`config.mk`:
```
export PLATFORM = sky130hd
export DESIGN_NAME = multi_debounce
export DESIGN_NICKNAME = d
export VERILOG_FILES = /design/src/rtl/multi_debounce.sv
export SDC_FILE = /design/constraint.sdc
export NUM_CORES = 1
export LEC_CHECK = 0
export BUFFER_PORTS_ARGS = -buffer_cell sky130_fd_sc_hd__buf_2
export CORE_ASPECT_RATIO = 2
export CORE_MARGIN = 4
export CORE_UTILIZATION = 35
export CTS_CLUSTER_DIAMETER = 30
export DETAILED_ROUTE_END_ITERATION = 16
export MAX_ROUTING_LAYER = met4
export PLACE_DENSITY_LB_ADDON = 0.2
export REMOVE_ABC_BUFFERS = 1
export SETUP_SLACK_MARGIN = 0.1
export SLEW_MARGIN = 30
export SYNTH_ARGS = -nofsm -noshare
export SYNTH_HDL_FRONTEND = slang
export SYNTH_SLANG_ARGS = --single-unit
```
`constraint.sdc`:
```
create_clock -name clk -period 5.8 [get_ports clk]
set_clock_uncertainty 0.05 [all_clocks]
set_input_delay 0.87 -clock clk [delete_from_list [all_inputs] [get_ports clk]]
set_output_delay 0.87 -clock clk [all_outputs]
set_load 0.02 [all_outputs]
```
`src/rtl/multi_debounce.sv`:
```
// Multi-channel debouncer: per-channel synchroniser, stability counter and
// registered level / edge / sticky-event outputs with a shared threshold.
module multi_debounce #(
  parameter int unsigned NCH         = 8,
  parameter int unsigned CNT_W       = 16,
  parameter int unsigned SYNC_STAGES = 2,
  parameter logic        INIT        = 1'b0
) (
  input  logic             clk,
  input  logic             rstn,
  input  logic [NCH-1:0]   i,
  input  logic [NCH-1:0]   en,
  input  logic [CNT_W-1:0] thresh,
  input  logic [NCH-1:0]   ev_clr,
  output logic [NCH-1:0]   o,
  output logic [NCH-1:0]   rise,
  output logic [NCH-1:0]   fall,
  output logic [NCH-1:0]   ev,
  output logic             irq
);

  logic [NCH-1:0]   sync_q [SYNC_STAGES];
  logic [CNT_W-1:0] cnt_q  [NCH];
  logic [NCH-1:0]   s;
  logic [CNT_W-1:0] tm1;

  assign s = sync_q[SYNC_STAGES-1];
  // A zero threshold behaves as one, so the terminal count is 0 in both cases.
  assign tm1 = (thresh == '0) ? '0 : thresh - CNT_W'(1);

  always_ff @(posedge clk or posedge rstn) begin
    if (rstn) begin
      for (int k = 0; k < SYNC_STAGES; k++) begin
        sync_q[k] <= {NCH{INIT}};
      end
      for (int n = 0; n < NCH; n++) begin
        cnt_q[n] <= '0;
      end
      o    <= {NCH{INIT}};
      rise <= '0;
      fall <= '0;
      ev   <= '0;
      irq  <= 1'b0;
    end else begin
      sync_q[0] <= i;
      for (int k = 1; k < SYNC_STAGES; k++) begin
        sync_q[k] <= sync_q[k-1];
      end
      for (int n = 0; n < NCH; n++) begin
        rise[n] <= 1'b0;
        fall[n] <= 1'b0;
        if (!en[n] || (s[n] == o[n])) begin
          cnt_q[n] <= '0;
        end else if (cnt_q[n] >= tm1) begin
          // >= so a threshold lowered mid-count commits on the next deviation.
          o[n]     <= s[n];
          cnt_q[n] <= '0;
          rise[n]  <= s[n];
          fall[n]  <= ~s[n];
        end else begin
          cnt_q[n] <= cnt_q[n] + CNT_W'(1);
        end
      end
      // Set has priority over a simultaneous clear.
      ev  <= (ev & ~ev_clr) | rise | fall;
      irq <= |ev;
    end
  end

endmodule

```
# Yosys cells after proc, flatten, opt, wreduce, memory -nomap -nowiden
# Index checks and enable logic that the tools add are counted.
# totals
out_inout_bits,33
reg_bits,177
input_bits,42
word_cells,142
# op_classes
magnitude_cmp,8
n_mux,49
bitwise,20
eq_ne,8
reduce_logical,26
add_sub_neg,9
# ops
cell,count
$mux W16,17
$add A16 B1 Y16 const B,8
$ge A16 B16 Y1,8
$mux W1,32
$logic_not A16 Y1,1
$not A1 Y1,16
$or A8 B8 Y8,2
$reduce_and A2 Y1,8
$sub A16 B1 Y16 const B,1
$and A8 B8 Y8,1
$eq A1 B1 Y1,8
$logic_not A1 Y1,8
$logic_or A1 B1 Y1,8
$not A8 Y8,1
$reduce_or A8 Y1,1

# Logic depth before layout (Yosys ltp)
# depth
ltp_word,5
ltp_mapped,14

# Least setup slack after synthesis
# Ideal clock, no wire load.
# synth_path
path_type,input to register
startpoint,input thresh[11]
endpoint,register cnt_q[122] (netlist bit)
slack_ns,1.955
n_path_buf,3
path_stages,13
arrival_time_ns,3.724
t_required_ns,5.678
path_cell_list,or4_4 -> nor4_2 -> nand4_1 -> buf_2 -> nand2_1 -> ha_1 -> a21oi_1 -> o21ai_0 -> a211o_1 -> or3_1 -> buf_6 -> buf_8 -> nor2_1
# synth_between
elab_chain_cells,5
elab_cells_between_ends,6
# synth_lines
element,line,text
from (decl),13,"input logic [CNT_W-1:0] thresh,"
$sub A16 B1 Y16 / $logic_not A16 Y1 (equally long branches),29,assign tm1 = (thresh == '0) ? '0 : thresh - CNT_W'(1);
$mux W16 (*),29,
$ge A16 B16 Y1 (*),54,end else if (cnt_q[n] >= tm1) begin
$mux W16 (*),54,
$mux W16 (*),52,if (!en[n] || (s[n] == o[n])) begin
"to (signal, indexed assignment)",61,cnt_q[n] <= cnt_q[n] + CNT_W'(1);
to (decl),23,logic [CNT_W-1:0] cnt_q [NCH];
# Mark *: on every way between the ends. The rest lies on a longest branch, timed or not.
# A chain may end at the register's enable or synchronous reset.

# Worst setup path in the final report
# layout_path
startpoint,input thresh[11]
endpoint,register cnt_q[78] (netlist bit)
# Same word-level chain as after synthesis.

==> flow_metrics.tcl <==
set metrics [dict create \
    cts_repair_resize_count 0 \
    grt_max_degree 101 \
    m1WireLength_um 11340 \
    ys_top_cells_by_area "sky130_fd_sc_hd__dfrtp_1 42%, sky130_fd_sc_hd__ha_1 16%, sky130_fd_sc_hd__nor2_1 6.0%" \
    netlist.top_cell.by_area "sky130_fd_sc_hd__dfrtp_1" \
    via_count 8184 \
    yosys_register_bits 177 \
    cts.sink_count 177 \
    synth-seq-area-share_pct 41.62 \
    initial_utilization_pct 35.40 \
    cts_hold_buffers 0 \
    synth.yosys.warnings 0 \
    crit_path_time_final_ps 5018 \
    detailedPlace.worstSlack_ps 364.7 \
    run_status "complete, no violations" \
    detailedRoute.firstIterationViolations 359 \
    via_count_of_the_first_global_routing_pass 8587 \
    fp.dieArea_mm2 0.03343 \
    synth_cells 1114 \
    gp_routability_congestion 0.8630 \
    power_per_standard_cell_area_mw_per_mm2 215.4 \
    worst_ir_drop_vdd_mv 0.2264 \
    global_route.usage.total_pct 18.01 \
    synthArstFlopShare_pct 100.0 \
    syn_area_per_cell_um2 9.554 \
    pin_count 75 \
    final-max-slew-violation-count 0 \
    synth_edf_count 0 \
    cp_top_family "simple AND/OR/NAND/NOR gates" \
    leakage_dissipation_nw 5.741 \
    globalRouteOverflowTotal 0 \
    placement.io_buffers 74 \
    worstSetupStartpointType "primary input" \
    finish.utilization_pct 40.07 \
    worst_pin_slew_ps 812.4 \
    met2WireLength_um 14960 \
    slew_headroom_pct 45.15 \
    ctsLongestPathBuffers 2 \
    cp.required_ps 6120 \
    rsz_0062_raised_after_global_routing "false" \
    final_hold_viol_count 0 \
    width_of_the_die_um 131.3 \
    finalCritPeriodShare_pct 86.52 \
    worst_setup_ep_type "flip-flop" \
    final_nets 1388 \
    final_hold_slack_ps 300.1 \
    antenna-diode-count 0 \
    hold_path_class "flip-flop to flip-flop" \
    std_cell_rows 90 \
    route.top_layer_used "met4" \
    synth_largest_type_area_fraction_pct 41.62 \
    final_antenna_net_count 0 \
    yosys.cell_count.top_type "sky130_fd_sc_hd__dfrtp_1" \
    cts_setup_buffers 0 \
    critical_path.most_common_cell "sky130_fd_sc_hd__nand4_1" \
    critical_path_arrival_ps 5340 \
    yosys.cell_types.count 46 \
    met3RoutedLength_um 895 \
    timing.critical_path.fanout_max 16 \
    max_stage_delay_ps 780 \
    synthTopCellsByCount "177 x sky130_fd_sc_hd__dfrtp_1, 170 x sky130_fd_sc_hd__nor2_1, 138 x sky130_fd_sc_hd__ha_1" \
    cts_tree "built" \
    half_perimeter_wire_length_after_placement_um 20650 \
    core-area_mm2 0.03007 \
    worstSetupPathType "primary input to flip-flop" \
    layout-drive-gt1-share_pct 10.74 \
    clk_transition_reported_paths_ps 70 \
    worst_path_max_delay_cell "sky130_fd_sc_hd__nand4_1" \
    drt_wl_total_um 28070 \
    critPathBufInv 2 \
    design_area_mm2 0.01205 \
    firstDrtPassIters 4 \
    source_to_sink_clock_delay_at_the_later_pin_of_the_worst_skew_pair_ps 460 \
    remaining_drc_errors 0 \
    cts-root-buf "sky130_fd_sc_hd__clkbuf_16" \
    clock_tree.htree_level_count 4 \
    max-cap-violations 0 \
    mappedNetlistArea_mm2 0.01064 \
    die_h_um 254.6 \
    areaGrowthSynthToFinish_pct 13.20 \
    finalSetupViolations 0 \
    post_drt_wl_per_cell_um 17.68 \
    number_of_antenna_violations_at_the_first_check_in_global_routing 0 \
    crit_chain "buf_2 > or4_4 > nor4_2 > nand4_1 > nand2b_1 > buf_4 > ha_1 > o21ai_0 > a21oi_1 > o311ai_0 > nand4_1 > nor2_1" \
    global_route_wire_length_before_repair_um 45770 \
    main_flop_type_after_synthesis "sky130_fd_sc_hd__dfrtp_1" \
    max_clock_freq_mhz 199.3 \
    nFillCells 2980 \
    place_area_mm2 0.01149 \
    cts-buffers-inserted 17 \
    postLayoutSetupSlackWorst_ps 781.7 \
    fin_tns_setup_ps 0 \
    via_per_inst 5.154 \
]
## worst register-to-register path: stages (launching register included)
cell,delay [ps]
sky130_fd_sc_hd__dfrtp_1,460
sky130_fd_sc_hd__inv_1,80
sky130_fd_sc_hd__ha_1,290
sky130_fd_sc_hd__nor2_1,90
sky130_fd_sc_hd__a21oi_1,80
sky130_fd_sc_hd__o311ai_0,680
sky130_fd_sc_hd__nand4_1,780
sky130_fd_sc_hd__nor2_1,270
## flip-flops by register name, summed over array words and instances, names as in the netlist
name and cells:
s 8, ev 8, irq 1, fall 8
rise 8, cnt_q 128, o 8, sync_q 8
## final cells by class
| cell class | instances | area (um^2) | area share, % |
|---|---|---|---|
| clock buffers | 18 | 429.2 | 3.562 |
| inverters | 42 | 165.2 | 1.371 |
| clock inverters | 13 | 126.4 | 1.049 |
| flip-flops and latches | 177 | 4429 | 36.76 |
| multi-input cells | 882 | 5962 | 49.49 |
| repair buffers | 88 | 475.5 | 3.946 |
| well taps | 368 | 460.4 | 3.822 |
## cell families (layout without fill, tap and decap cells)
group | count (synthesis) | count (layout) | synth area share, %
AO/OA/AOI/OAI | 114 | 114 | 6.396
XOR/XNOR | 130 | 130 | 10.70
adder cells (fa/ha/maj) | 138 | 138 | 16.22
buffers and inverters | 55 | 161 | 2.363
flip-flops | 177 | 177 | 41.62
multiplexers | 8 | 8 | 0.8465
AND/OR/NAND/NOR | 492 | 492 | 21.86
## layer usage
metal,GRT usage [%],up-vias
met3,2.369,49
met2,32.75,145
li1,-,4067
met1,19.83,3923
met4,7.600,0
met5,-,-
## power by group
part / switching, mW / internal [mW] / total, mW / leakage (nW)
clock: 0.534 / 0.598 / 1.13 / 0.278
combinational: 0.142 / 0.0652 / 0.208 / 3.03
sequential: 0.0109 / 1.24 / 1.26 / 2.43
## placed cells by master, fill, tap and decap left out, types with 34 or more instances in the layout
cell                      count
sky130_fd_sc_hd__xnor2_1     59
sky130_fd_sc_hd__nor3_1      47
sky130_fd_sc_hd__inv_1       41
sky130_fd_sc_hd__a21oi_1     44
sky130_fd_sc_hd__xor2_1      71
sky130_fd_sc_hd__o21ai_0     34
sky130_fd_sc_hd__nor2_1     170
sky130_fd_sc_hd__dfrtp_1    177
sky130_fd_sc_hd__ha_1       138
sky130_fd_sc_hd__buf_2       74
sky130_fd_sc_hd__nand3_1     48
sky130_fd_sc_hd__nand2_1    103
## per-stage QoR
stage | power [mW] | instances
2_1_floorplan | 1.397 | 1101
3_3_place_gp | 1.489 | 1557
3_5_place_dp | 1.492 | 1557
4_1_cts | 2.635 | 1588
5_1_grt | 2.706 | 1588
6_report | 2.596 | 1588
## final timing paths
kind | startpoint | endpoint | slack, ps | depth (start not counted)
worst min register to register | sync_q[8] | s[0] | 300 | 0
worst min-delay path | sync_q[8] | s[0] | 300 | 0
min in group asynchronous | rstn | cnt_q[26] | 510 | 2
max in group asynchronous | rstn | cnt_q[80] | 4110 | 3
worst max register to register | cnt_q[64] | cnt_q[78] | 2950 | 7
worst max-delay path | thresh[11] | cnt_q[78] | 780 | 12
Note: power is estimated with default switching activity, not from simulation.
